==> src/rtl/execute_stage_if.sv <==
// Bundle between the decode/execute latch, the execute stage and the
// execute/memory latch outputs that feed the memory stage.
interface execute_stage_if;
  logic        ihit;
  logic        dhit;
  logic        flush;
  logic [3:0]  ALUOp;
  logic [31:0] portA;
  logic [31:0] portB;
  logic [31:0] storeData;
  logic        dREN;
  logic        dWEN;
  logic        regWr;
  logic [1:0]  regSel;
  logic [4:0]  regDst;
  logic [31:0] nPC;

  logic        busy;
  logic        overflow;
  logic        dREN_next;
  logic        dWEN_next;
  logic        regWr_next;
  logic [1:0]  regSel_next;
  logic [4:0]  regDst_next;
  logic [31:0] nPC_next;
  logic [31:0] ALUOut_next;
  logic [31:0] storeData_next;

  modport master (
    output ihit, dhit, flush, ALUOp, portA, portB, storeData,
           dREN, dWEN, regWr, regSel, regDst, nPC,
    input  busy, overflow, dREN_next, dWEN_next, regWr_next,
           regSel_next, regDst_next, nPC_next, ALUOut_next, storeData_next
  );

  modport slave (
    input  ihit, dhit, flush, ALUOp, portA, portB, storeData,
           dREN, dWEN, regWr, regSel, regDst, nPC,
    output busy, overflow, dREN_next, dWEN_next, regWr_next,
           regSel_next, regDst_next, nPC_next, ALUOut_next, storeData_next
  );
endinterface

==> src/rtl/execute_stage.sv <==
// Execute stage: ALU, 32-iteration shift-add multiplier, and the
// execute/memory pipeline latch with stall and bubble control.
module execute_stage (
  input  logic           CLK,
  input  logic           RST,
  execute_stage_if.slave bus
);

  typedef enum logic [1:0] {
    IDLE = 2'd0,
    MUL  = 2'd1,
    DONE = 2'd2
  } state_t;

  localparam logic [3:0] OP_SLL  = 4'd0;
  localparam logic [3:0] OP_SRL  = 4'd1;
  localparam logic [3:0] OP_ADD  = 4'd2;
  localparam logic [3:0] OP_SUB  = 4'd3;
  localparam logic [3:0] OP_AND  = 4'd4;
  localparam logic [3:0] OP_OR   = 4'd5;
  localparam logic [3:0] OP_XOR  = 4'd6;
  localparam logic [3:0] OP_NOR  = 4'd7;
  localparam logic [3:0] OP_SLT  = 4'd8;
  localparam logic [3:0] OP_SLTU = 4'd9;
  localparam logic [3:0] OP_MUL  = 4'd10;

  state_t      r_state;
  state_t      w_state_next;
  logic [63:0] r_mcand;
  logic [63:0] r_acc;
  logic [31:0] r_mplier;
  logic [4:0]  r_count;

  logic        r_dren;
  logic        r_dwen;
  logic        r_regwr;
  logic [1:0]  r_regsel;
  logic [4:0]  r_regdst;
  logic [31:0] r_npc;
  logic [31:0] r_alu;
  logic [31:0] r_store;

  logic [31:0] w_sum;
  logic [31:0] w_diff;
  logic [31:0] w_alu;
  logic        w_ovf;
  logic        w_start;
  logic        w_load;

  assign w_sum  = bus.portA + bus.portB;
  assign w_diff = bus.portA - bus.portB;

  // Single-cycle ALU result; MUL and unused encodings yield zero here.
  always_comb begin
    w_alu = 32'd0;
    case (bus.ALUOp)
      OP_SLL:  w_alu = bus.portB << bus.portA[4:0];
      OP_SRL:  w_alu = bus.portB >> bus.portA[4:0];
      OP_ADD:  w_alu = w_sum;
      OP_SUB:  w_alu = w_diff;
      OP_AND:  w_alu = bus.portA & bus.portB;
      OP_OR:   w_alu = bus.portA | bus.portB;
      OP_XOR:  w_alu = bus.portA ^ bus.portB;
      OP_NOR:  w_alu = ~(bus.portA | bus.portB);
      OP_SLT:  w_alu = {31'd0, ($signed(bus.portA) < $signed(bus.portB))};
      OP_SLTU: w_alu = {31'd0, (bus.portA < bus.portB)};
      default: w_alu = 32'd0;
    endcase
  end

  // Signed overflow: operands agree in sign (after negating B for SUB) but the result does not.
  always_comb begin
    w_ovf = 1'b0;
    case (bus.ALUOp)
      OP_ADD:  w_ovf = (bus.portA[31] == bus.portB[31]) && (w_sum[31] != bus.portA[31]);
      OP_SUB:  w_ovf = (bus.portA[31] != bus.portB[31]) && (w_diff[31] != bus.portA[31]);
      default: w_ovf = 1'b0;
    endcase
  end

  // Next-state and latch-control decode; flush beats dhit beats ihit.
  always_comb begin
    w_state_next = r_state;
    w_start      = 1'b0;
    w_load       = 1'b0;
    case (r_state)
      IDLE: begin
        if (bus.flush) begin
          w_state_next = IDLE;
        end else if (bus.dhit) begin
          w_state_next = IDLE;
        end else if (bus.ihit) begin
          if (bus.ALUOp == OP_MUL) begin
            w_start      = 1'b1;
            w_state_next = MUL;
          end else begin
            w_load       = 1'b1;
          end
        end else begin
          w_state_next = IDLE;
        end
      end
      MUL: begin
        if (bus.flush) begin
          w_state_next = IDLE;
        end else if (r_count == 5'd31) begin
          w_state_next = DONE;
        end else begin
          w_state_next = MUL;
        end
      end
      DONE: begin
        if (bus.flush) begin
          w_state_next = IDLE;
        end else if (bus.dhit) begin
          w_state_next = DONE;
        end else if (bus.ihit) begin
          w_load       = 1'b1;
          w_state_next = IDLE;
        end else begin
          w_state_next = DONE;
        end
      end
      default: w_state_next = IDLE;
    endcase
  end

  // FSM state register.
  always_ff @(posedge CLK or posedge RST) begin
    if (RST) begin
      r_state <= IDLE;
    end else begin
      r_state <= w_state_next;
    end
  end

  // Shift-add multiplier; it runs every MUL edge independent of ihit/dhit.
  always_ff @(posedge CLK or posedge RST) begin
    if (RST) begin
      r_mcand  <= 64'd0;
      r_mplier <= 32'd0;
      r_acc    <= 64'd0;
      r_count  <= 5'd0;
    end else if (w_start) begin
      r_mcand  <= {32'd0, bus.portA};
      r_mplier <= bus.portB;
      r_acc    <= 64'd0;
      r_count  <= 5'd0;
    end else if (r_state == MUL) begin
      r_acc    <= r_mplier[0] ? (r_acc + r_mcand) : r_acc;
      r_mcand  <= {r_mcand[62:0], 1'b0};
      r_mplier <= {1'b0, r_mplier[31:1]};
      r_count  <= r_count + 5'd1;
    end else begin
      r_mcand  <= r_mcand;
      r_mplier <= r_mplier;
      r_acc    <= r_acc;
      r_count  <= r_count;
    end
  end

  // Execute/memory latch. A MUL start only zeroes the side-effecting controls.
  always_ff @(posedge CLK or posedge RST) begin
    if (RST) begin
      r_dren   <= 1'b0;
      r_dwen   <= 1'b0;
      r_regwr  <= 1'b0;
      r_regsel <= 2'd0;
      r_regdst <= 5'd0;
      r_npc    <= 32'd0;
      r_alu    <= 32'd0;
      r_store  <= 32'd0;
    end else if (bus.flush) begin
      r_dren   <= 1'b0;
      r_dwen   <= 1'b0;
      r_regwr  <= 1'b0;
      r_regsel <= 2'd0;
      r_regdst <= 5'd0;
      r_npc    <= 32'd0;
      r_alu    <= 32'd0;
      r_store  <= 32'd0;
    end else if (bus.dhit) begin
      r_dren   <= 1'b0;
      r_dwen   <= 1'b0;
    end else if (w_start) begin
      r_dren   <= 1'b0;
      r_dwen   <= 1'b0;
      r_regwr  <= 1'b0;
    end else if (w_load) begin
      r_dren   <= bus.dREN;
      r_dwen   <= bus.dWEN;
      r_regwr  <= bus.regWr;
      r_regsel <= bus.regSel;
      r_regdst <= bus.regDst;
      r_npc    <= bus.nPC;
      r_alu    <= (r_state == DONE) ? r_acc[31:0] : w_alu;
      r_store  <= bus.storeData;
    end else begin
      r_dren   <= r_dren;
      r_dwen   <= r_dwen;
    end
  end

  assign bus.busy = ((r_state == IDLE) && bus.ihit && (bus.ALUOp == OP_MUL) && !bus.flush)
                  || (r_state == MUL);
  assign bus.overflow       = w_ovf;
  assign bus.dREN_next      = r_dren;
  assign bus.dWEN_next      = r_dwen;
  assign bus.regWr_next     = r_regwr;
  assign bus.regSel_next    = r_regsel;
  assign bus.regDst_next    = r_regdst;
  assign bus.nPC_next       = r_npc;
  assign bus.ALUOut_next    = r_alu;
  assign bus.storeData_next = r_store;

endmodule

==> src/flat_wrapper.sv <==
// flat-port wrapper written by rule: the top's interface ports become plain ports
module execute_stage_flat 
  (CLK, RST, bus_ihit, bus_dhit, bus_flush, bus_ALUOp, bus_portA, bus_portB, bus_storeData, bus_dREN, bus_dWEN, bus_regWr, bus_regSel, bus_regDst, bus_nPC, bus_busy, bus_overflow, bus_dREN_next, bus_dWEN_next, bus_regWr_next, bus_regSel_next, bus_regDst_next, bus_nPC_next, bus_ALUOut_next, bus_storeData_next);
  execute_stage_if bus_i ();
  input  logic CLK;
  input  logic RST;
  input wire logic [$bits(bus_i.ihit)-1:0] bus_ihit;
  input wire logic [$bits(bus_i.dhit)-1:0] bus_dhit;
  input wire logic [$bits(bus_i.flush)-1:0] bus_flush;
  input wire logic [$bits(bus_i.ALUOp)-1:0] bus_ALUOp;
  input wire logic [$bits(bus_i.portA)-1:0] bus_portA;
  input wire logic [$bits(bus_i.portB)-1:0] bus_portB;
  input wire logic [$bits(bus_i.storeData)-1:0] bus_storeData;
  input wire logic [$bits(bus_i.dREN)-1:0] bus_dREN;
  input wire logic [$bits(bus_i.dWEN)-1:0] bus_dWEN;
  input wire logic [$bits(bus_i.regWr)-1:0] bus_regWr;
  input wire logic [$bits(bus_i.regSel)-1:0] bus_regSel;
  input wire logic [$bits(bus_i.regDst)-1:0] bus_regDst;
  input wire logic [$bits(bus_i.nPC)-1:0] bus_nPC;
  output wire logic [$bits(bus_i.busy)-1:0] bus_busy;
  output wire logic [$bits(bus_i.overflow)-1:0] bus_overflow;
  output wire logic [$bits(bus_i.dREN_next)-1:0] bus_dREN_next;
  output wire logic [$bits(bus_i.dWEN_next)-1:0] bus_dWEN_next;
  output wire logic [$bits(bus_i.regWr_next)-1:0] bus_regWr_next;
  output wire logic [$bits(bus_i.regSel_next)-1:0] bus_regSel_next;
  output wire logic [$bits(bus_i.regDst_next)-1:0] bus_regDst_next;
  output wire logic [$bits(bus_i.nPC_next)-1:0] bus_nPC_next;
  output wire logic [$bits(bus_i.ALUOut_next)-1:0] bus_ALUOut_next;
  output wire logic [$bits(bus_i.storeData_next)-1:0] bus_storeData_next;
  assign bus_i.ihit = bus_ihit;
  assign bus_i.dhit = bus_dhit;
  assign bus_i.flush = bus_flush;
  assign bus_i.ALUOp = bus_ALUOp;
  assign bus_i.portA = bus_portA;
  assign bus_i.portB = bus_portB;
  assign bus_i.storeData = bus_storeData;
  assign bus_i.dREN = bus_dREN;
  assign bus_i.dWEN = bus_dWEN;
  assign bus_i.regWr = bus_regWr;
  assign bus_i.regSel = bus_regSel;
  assign bus_i.regDst = bus_regDst;
  assign bus_i.nPC = bus_nPC;
  assign bus_busy = bus_i.busy;
  assign bus_overflow = bus_i.overflow;
  assign bus_dREN_next = bus_i.dREN_next;
  assign bus_dWEN_next = bus_i.dWEN_next;
  assign bus_regWr_next = bus_i.regWr_next;
  assign bus_regSel_next = bus_i.regSel_next;
  assign bus_regDst_next = bus_i.regDst_next;
  assign bus_nPC_next = bus_i.nPC_next;
  assign bus_ALUOut_next = bus_i.ALUOut_next;
  assign bus_storeData_next = bus_i.storeData_next;
  execute_stage u_core (.CLK(CLK), .RST(RST), .bus(bus_i));
endmodule
==> config.mk <==
export PLATFORM = sky130hd
export DESIGN_NAME = execute_stage_flat
export DESIGN_NICKNAME = d
export VERILOG_FILES = /design/src/rtl/execute_stage_if.sv /design/src/rtl/execute_stage.sv /design/src/flat_wrapper.sv
export SDC_FILE = /design/constraint.sdc
export NUM_CORES = 1
export LEC_CHECK = 0
export ABC_AREA = 1
export ABC_CLOCK_PERIOD_IN_PS = 8100
export BUFFER_PORTS_ARGS = -buffer_cell sky130_fd_sc_hd__buf_2
export CAP_MARGIN = 20
export CORE_MARGIN = 3
export CORE_UTILIZATION = 40
export CTS_CLUSTER_DIAMETER = 50
export DETAILED_ROUTE_END_ITERATION = 10
export PLACE_DENSITY = 0.64
export SYNTH_ARGS = -nofsm -noshare
export SYNTH_HDL_FRONTEND = slang
export SYNTH_SLANG_ARGS = --single-unit
==> constraint.sdc <==
create_clock -name CLK -period 8.1 [get_ports CLK]
set_input_delay 0.81 -clock CLK [delete_from_list [all_inputs] [get_ports CLK]]
set_output_delay 0.81 -clock CLK [all_outputs]
set_load 0.005 [all_outputs]
* Yosys cells after proc, flatten, opt, wreduce, memory -nomap -nowiden *
Cells that the tools add are included.

storage, ports and cells
  bits in registers = 273
  bits of input ports = 147
  logic and storage cells = 129

cells by class
  $add $sub $neg = 4
  order comparisons = 2
  eq/ne operators = 20
  shift-type cells = 2
  muxes and demuxes = 67
  bitwise operators = 4
  reduce and logical (&&, ||, !) cells = 17

operators with widths
  operator                                        count
  two-way mux 32 bit                              15
  two-way mux 64 bit                              5
  one-hot mux 32 bit (10 select lines)            1
  adder 64 bit                                    1
  < comparator 32 bit                             2
  adder 32 bit                                    1
  bitwise AND 32 bit                              1
  inverter 32 bit                                 1
  OR 32 bit                                       1
  << shifter 32 x 5 -> 32 bit                     1
  right shift 32 x 5 -> 32 bit                    1
  subtractor 32 bit                               1
  XOR 32 bit                                      1
  two-way mux 5 bit                               6
  two-way mux 2 bit                               13
  two-way mux 1 bit                               24
  == test 4 x 3 -> 1 bit (second input constant)  4
  == test 4 bit (second input constant)           3
  == test 4 x 2 -> 1 bit (second input constant)  2
  one-hot mux 2 bit (3 select lines)              1
  nonzero test 2 bit                              3
  adder 5 x 1 -> 5 bit (second input constant)    1
  == test 5 bit (second input constant)           1
  logical AND 1 bit                               5
  17 further kinds                                21

* Longest topological paths before layout *
Gate-level depths: netlist of the first run.

  depth in word-level cells = 10
  depth in mapped cells = 21
  gate-level depth less buffers = 20

* Worst setup path before layout of the first run *
OpenSTA, ideal clock, no wires.

  path kind = in2out
  start point = input bus_portA[3]
  end point = output bus_overflow
  data arrival time = 2.743 ns
  required time = 7.290 ns
  slack = 4.547 ns
  stages on the path = 17
  path buffers = 3
  cell sequence = inv_1 buf_2 buf_1 ha_1 buf_4 nor2_1 nand2_1 inv_1 nand2_1 nand2_1 nand2_1 nand2_1 nand2_1 nand2_1 xor2_1 nand3_1 o31ai_1

on the way
  word-level cells in the longest chain between the ends = 4
  elaborated cells on any way between the ends = 7
  those cells by class = add/sub: 2; eq/ne: 2; mux: 1; reduce/logical: 2

ends and longest elaborated chain
  what                                               line                                      RTL
  start, declared                                    flat_wrapper.sv:11                        input wire logic [$bits(bus_i.portA)-1:0] bus_portA;
  subtractor 32 bit or adder 32 bit (tied branches)  execute_stage.sv:51, execute_stage.sv:50
  != test 1 bit (on tied branches)                   execute_stage.sv:76, execute_stage.sv:75
  logical AND 1 bit (on tied branches)               execute_stage.sv:76, execute_stage.sv:75
  one-hot mux 1 bit (2 select lines) *               execute_stage.sv:74                       case (bus.ALUOp)
  end, declared                                      flat_wrapper.sv:21                        output wire logic [$bits(bus_i.overflow)-1:0] bus_overflow;

Mark *: on every way between the ends. The rest lies on a longest branch, timed or not.

* Worst setup path after layout of the first run *
  start point = input bus_portA[1]
  end point = output bus_overflow

The elaborated chain is that of the path after synthesis.

==> run_results.csv, run 1 <==
group,metric,value,unit
outcome,outcome,"finished clean",
global_routing,track_usage,0.318,
setup_path,setup.worst_path.class,"in2out",
cells_and_area,syn_to_final_growth,12.6,%
logic_synthesis,async_flop_share,1.00,
cts,post-cts-setup-buffer-count,0,
global_routing,grt_pass1_vias,21100,
cts,cts_resized,0,
detailed_routing,wirelength,88700,um
placement,io_buffers,254,
die,die_x,232,um
power_and_ir_drop,p_leak,12.8,nW
global_routing,antenna_found_initial,2,
cts,numCtsBuffers,30,
sta,worst_slew_margin_rel,0.361,
setup_path,cp.buffers_inverters,4,
sta,clock-skew-final,0.0378,ns
sta,min_period,5.04,ns
sta,setup_ws,3.06,ns
setup_path,critPathMaxFanout,73,
sta,finalHoldViolations,0,
detailed_routing,vias,23000,
cts,clock_sinks,209,
cts,htreeDepth,1,
cts,cts_tree,"yes",
setup_path,cp_top_family,"buffers and inverters",
logic_synthesis,syn_avg_cell_area,6.24,um^2
cells_and_area,final_cell_mix,"1069 x nand2_1, 464 x nand3_1, 405 x inv_1, 254 x buf_2, 213 x nor2_1",
setup_path,startpoint,"bus_portA[1]",
cells_and_area,drive_above_1_share,0.110,
sta,fmaxAchievable,0.199,GHz
detailed_routing,via_per_inst,5.57,
logic_synthesis,ys_seq_area_frac,0.255,
setup_path,cp-start-kind,"input port",
sta,worst_pin_slew,0.956,ns
setup_path,endpoint_kind,"primary output",
logic_synthesis,netlist_instances,3280,
cts,clk_pin_slew_worst_paths,0.06,ns
die,core_area,50400,um^2
die,die_h,232,um
global_routing,overflow,0,
die,dieArea,53900,um^2
detailed_routing,post_drt_wl_per_cell,21.5,um
min_path,hold_class,"in2async",
sta,tns,0,ns
logic_synthesis,yosysWarnings,0,
logic_synthesis,syn_nets,3576,
detailed_routing,drt_iter0_markers,2880,
logic_synthesis,ys_ff_latch,209,
setup_path,slowest_stage,"buf_4",
sta,period_share,0.622,
logic_synthesis,ys.flop_type,"dfrtp_1",
logic_synthesis,synth_edf_count,0,
setup_path,cp.arrival,4.23,ns
power_and_ir_drop,power_density,214,nW/um^2
cells_and_area,antenna_cells,0,
logic_synthesis,synth_area,20500,um^2
power_and_ir_drop,ir_drop,0.167,mV
setup_path,r2r-start,"u_core.r_state[0]",
setup_path,critPathRequiredTime,7.29,ns
global_routing,grt_pass1_wl,131000,um
cells_and_area,num-nets-final,3730,
detailed_routing,antenna_left,0,
sta,rsz0062_at_grt,"false",
cells_and_area,layout_commonest_cell,"nand2_1",
die,pin_count,255,
global_routing,grt_max_degree,83,
cts,cts_hold_buf,0,
sta,finalMaxSlewViolations,0,
placement,dp_hpwl,69700,um
placement,pre_cts_ws,3.22,ns
placement,gp_congestion,1.05,
die,initial_core_util,0.407,
detailed_routing,drc,0,
cts,cts_buffer_depth,3,
sta,hold-worst-slack,0.291,ns
cts,root_buffer,"clkbuf_16",
setup_path,crit_chain,"buf_2 > buf_4 > inv_4 > ha_1 > nand2_1 > nand3_1 > nand3_1 > nand2_1 > nand2_1 > nand2_1 > nand2_1 > nand2_2 > xor2_1 > o31ai_1 > buf_2",
logic_synthesis,synth_cell_type_count,56,
sta,setup_viol,0,
flow_run,maxCapViolCount,0,
cts,clock_latency,0.61,ns
detailed_routing,dr.pass1.iters,8,
die,rows,82,
setup_path,slowest_delay,0.56,ns
setup_path,cpMostUsedCell,"nand2_1",
per-layer routing:
metal	up-vias	part of all wire	track usage
li1	11000	-	-
met1	10800	0.43	0.446
met2	1067	0.43	0.489
met3	158	0.095	0.0607
met4	4	0.038	0.109
met5	-	0.00038	0
final cells by class:
type | instances | area, um^2
Multi-Input combinational cell | 2493 | 12800
Clock buffer | 34 | 806
Tap cell | 672 | 841
Fill cell | 5400 | 27300
Sequential cell | 209 | 5230
Clock inverter | 21 | 322
Inverter | 425 | 1610
Timing Repair Buffer | 275 | 1430
sequential cells by signal, indices dropped and copies added (netlist names):
signal	flops
u_core.r_mplier	32
u_core.bus.regWr_next	1
u_core.bus.dWEN_next	1
u_core.bus.regDst_next	5
u_core.bus.ALUOut_next	32
u_core.bus.regSel_next	2
u_core.r_count	5
u_core.bus.nPC_next	32
u_core.bus.storeData_next	32
u_core.r_acc	32
u_core.bus.dREN_next	1
u_core.r_mcand	32
u_core.r_state	2
cells in the mapped netlist (15+ instances only):
cell type  count  area share
dfrtp_1      209        0.26
buf_4         19      0.0070
o21ai_0      133       0.033
o211ai_1      25      0.0092
inv_2         17      0.0031
ha_1         146       0.089
nor2_1       214       0.039
clkbuf_1      35      0.0064
a22oi_1       17      0.0062
o21ai_1       26      0.0064
inv_1        407       0.075
nand4_1       28      0.0086
nand2_1     1069        0.20
a22o_1        74       0.032
o221ai_1      18      0.0077
and2_1        15      0.0046
o22ai_1       21      0.0064
nand3_1      464        0.11
nor3_1        26      0.0064
a21oi_1      116       0.028
buf_2         77       0.019
worst paths after layout:
path,to,slack [ns],cells past startpoint
worst max-delay path,bus_overflow,3.06,15
worst min-delay path,u_core.bus.storeData_next[13],0.29,2
worst max register to register,u_core.bus.ALUOut_next[3],4.60,10
worst min register to register,u_core.bus.ALUOut_next[8],0.47,2
max in group asynchronous,u_core.bus.nPC_next[21],6.49,3
min in group CLK,u_core.bus.nPC_next[1],0.42,2
through the flow:
step                power [W]  cell area (um^2)  utilization  cells
floorplan             0.00279             20500            -   3280
CTS                   0.00491             23100        0.458   4129
detailed placement    0.00344             21900        0.435   4074
global placement      0.00343             21900        0.435   4074
global route          0.00525             23100        0.458   4129
finish                0.00494             23100        0.458   4129
power by group:
group          internal [W]  switching, W
Combinational      0.000665       0.00138
Clock              0.000892      0.000562
Sequential          0.00126      0.000187
cell families after synthesis:
| group | synth area share |
|---|---|
| multiplexers | 0.00159 |
| flip-flops | 0.255 |
| XOR/XNOR | 0.00385 |
| AO/OA/AOI/OAI | 0.145 |
| adder cells (fa/ha/maj) | 0.0921 |
| buffers and inverters | 0.119 |
| AND/OR/NAND/NOR | 0.383 |
No activity file was read; power rests on OpenSTA's default activity.
==> run 2: changes to the inputs <==
ABC_CLOCK_PERIOD_IN_PS = 4700   (was 8100)
clock period = 4.7 ns   (was 8.1 ns; I/O delays follow)
==> run 2 against run 1 <==
- sequential power grew 74%
- die area stayed put
- routed wire length is 0.46% higher
- critical path type unchanged
- critical endpoint unchanged
==> run_results.csv, run 2 (synthesized netlist as in run 1, its figures left out) <==
group,metric,value,unit
cts,root_buffer,"clkbuf_16",
cts,cts_tree,"yes",
detailed_routing,drt_iter0_markers,3142,
die,initial_core_util,0.407,
die,rows,82,
outcome,outcome,"finished clean",
sta,setup_ws,1.18,ns
placement,dp_hpwl,69700,um
setup_path,slowest_stage,"ha_1",
setup_path,cp.arrival,3.05,ns
detailed_routing,wirelength,89100,um
setup_path,slowest_delay,0.55,ns
cts,clock_latency,0.61,ns
setup_path,cpMostUsedCell,"nand2_1",
cts,htreeDepth,1,
cells_and_area,num-nets-final,3743,
detailed_routing,vias,23300,
cts,cts_buffer_depth,3,
sta,finalHoldViolations,0,
cells_and_area,drive_above_1_share,0.112,
detailed_routing,drc,0,
setup_path,crit_chain,"buf_2 > inv_1 > ha_1 > nand2_1 > nor2_1 > a21oi_1 > nand2_1 > nand2_1 > nand2_2 > xor2_1 > o31ai_1 > buf_2",
sta,worst_slew_margin_rel,0.287,
die,die_h,232,um
cts,cts_hold_buf,0,
placement,dp.cells,4086,
flow_run,maxCapViolCount,0,
global_routing,grt_pass1_wl,133000,um
detailed_routing,antenna_left,0,
global_routing,grt_max_degree,166,
cts,clk_pin_slew_worst_paths,0.06,ns
die,core_area,50400,um^2
sta,clock-skew-final,0.0270,ns
global_routing,overflow,0,
power_and_ir_drop,power_density,359,nW/um^2
cts,cts_resized,0,
sta,worst_pin_slew,1.07,ns
sta,finalMaxSlewViolations,0,
sta,fmaxAchievable,0.284,GHz
global_routing,track_usage,0.321,
cells_and_area,layout_commonest_cell,"nand2_1",
cells_and_area,final_cell_mix,"1069 x nand2_1, 464 x nand3_1, 405 x inv_1, 254 x buf_2, 213 x nor2_1",
detailed_routing,dr.pass1.iters,8,
setup_path,cp-start-kind,"input port",
setup_path,critPathMaxFanout,11,
placement,pre_cts_ws,1.28,ns
global_routing,antenna_found_initial,4,
cts,post-cts-setup-buffer-count,0,
setup_path,ff2ff_setup_slack,1.56,ns
placement,gp_congestion,1.06,
sta,setup_viol,0,
die,die_x,232,um
placement,io_buffers,254,
sta,period_share,0.750,
die,pin_count,255,
power_and_ir_drop,p_leak,12.8,nW
setup_path,cp.buffers_inverters,3,
detailed_routing,via_per_inst,5.63,
cells_and_area,syn_to_final_growth,12.5,%
setup_path,endpoint_kind,"primary output",
die,dieArea,53900,um^2
setup_path,cp_top_family,"simple AND/OR/NAND/NOR gates",
cts,clock_sinks,209,
cells_and_area,final_cell_count_no_fill,4142,
sta,tns,0,ns
min_path,hold_class,"in2async",
setup_path,critPathRequiredTime,4.23,ns
cts,numCtsBuffers,31,
power_and_ir_drop,ir_drop,0.246,mV
setup_path,setup.worst_path.class,"in2out",
global_routing,grt_pass1_vias,21500,
sta,rsz0062_at_grt,"false",
sta,min_period,3.52,ns
detailed_routing,post_drt_wl_per_cell,21.5,um
-- run 2: changes by cell type in the layout (fill, tap and decap cells not counted), sizes merged --
cell	before	now
diode	0	1
clkbuf	34	37
clkinv	9	6
buf	275	287
inv	428	432
bufinv	5	1
-- run 2: routing by layer --
metal	track usage	vias up	wire, um
li1	-	11000	-
met1	0.453	10900	38000
met2	0.490	1186	38400
met3	0.0515	230	8690
met4	0.122	6	3890
met5	0	-	46
-- run 2: report_power, final --
part / switching [W] / internal, W / total (W)
Combinational: 0.00233 / 0.00115 / 0.00349
Clock: 0.000964 / 0.00132 / 0.00229
Sequential: 0.000343 / 0.00216 / 0.00251
-- run 2: final timing paths --
path	start	endpoint	cells after the start
setup / recovery	bus_portB[13]	bus_overflow	12
hold / removal	RST	u_core.bus.storeData_next[26]	3
setup reg to reg	u_core.r_state[0]	u_core.bus.ALUOut_next[2]	11
hold reg to reg	u_core.bus.ALUOut_next[11]	u_core.bus.ALUOut_next[11]	2
max in group asynchronous	RST	u_core.r_mplier[1]	3
min in group CLK	bus_nPC[0]	u_core.bus.nPC_next[0]	2
-- run 2: tightest hold or removal path, cell delays in order --
cell        delay (ns)
buf_2             0.12
clkinvlp_4        0.08
buf_12            0.52
-- run 2: per-stage QoR --
step | cell area, um^2 | utilization | power, W | hold WS, ns
3_3_place_gp | 22000 | 0.437 | 0.00592 | 0.459
2_1_floorplan | 20500 | - | 0.00482 | 0.459
5_1_grt | 23000 | 0.457 | 0.00886 | 0.0808
3_5_place_dp | 22000 | 0.437 | 0.00592 | 0.461
6_report | 23000 | 0.457 | 0.00828 | 0.0537
4_1_cts | 23000 | 0.457 | 0.00823 | 0.0646
-- run 2: cell type report --
| cell class | instances | area, um^2 |
|---|---|---|
| antenna | 1 | 2.50 |
| clock buffer | 37 | 818 |
| clock inverter | 18 | 186 |
| fill | 5452 | 27300 |
| inverter | 425 | 1600 |
| multi-input combinational | 2493 | 12800 |
| sequential | 209 | 5230 |
| tap | 672 | 841 |
| timing repair buffer | 287 | 1530 |
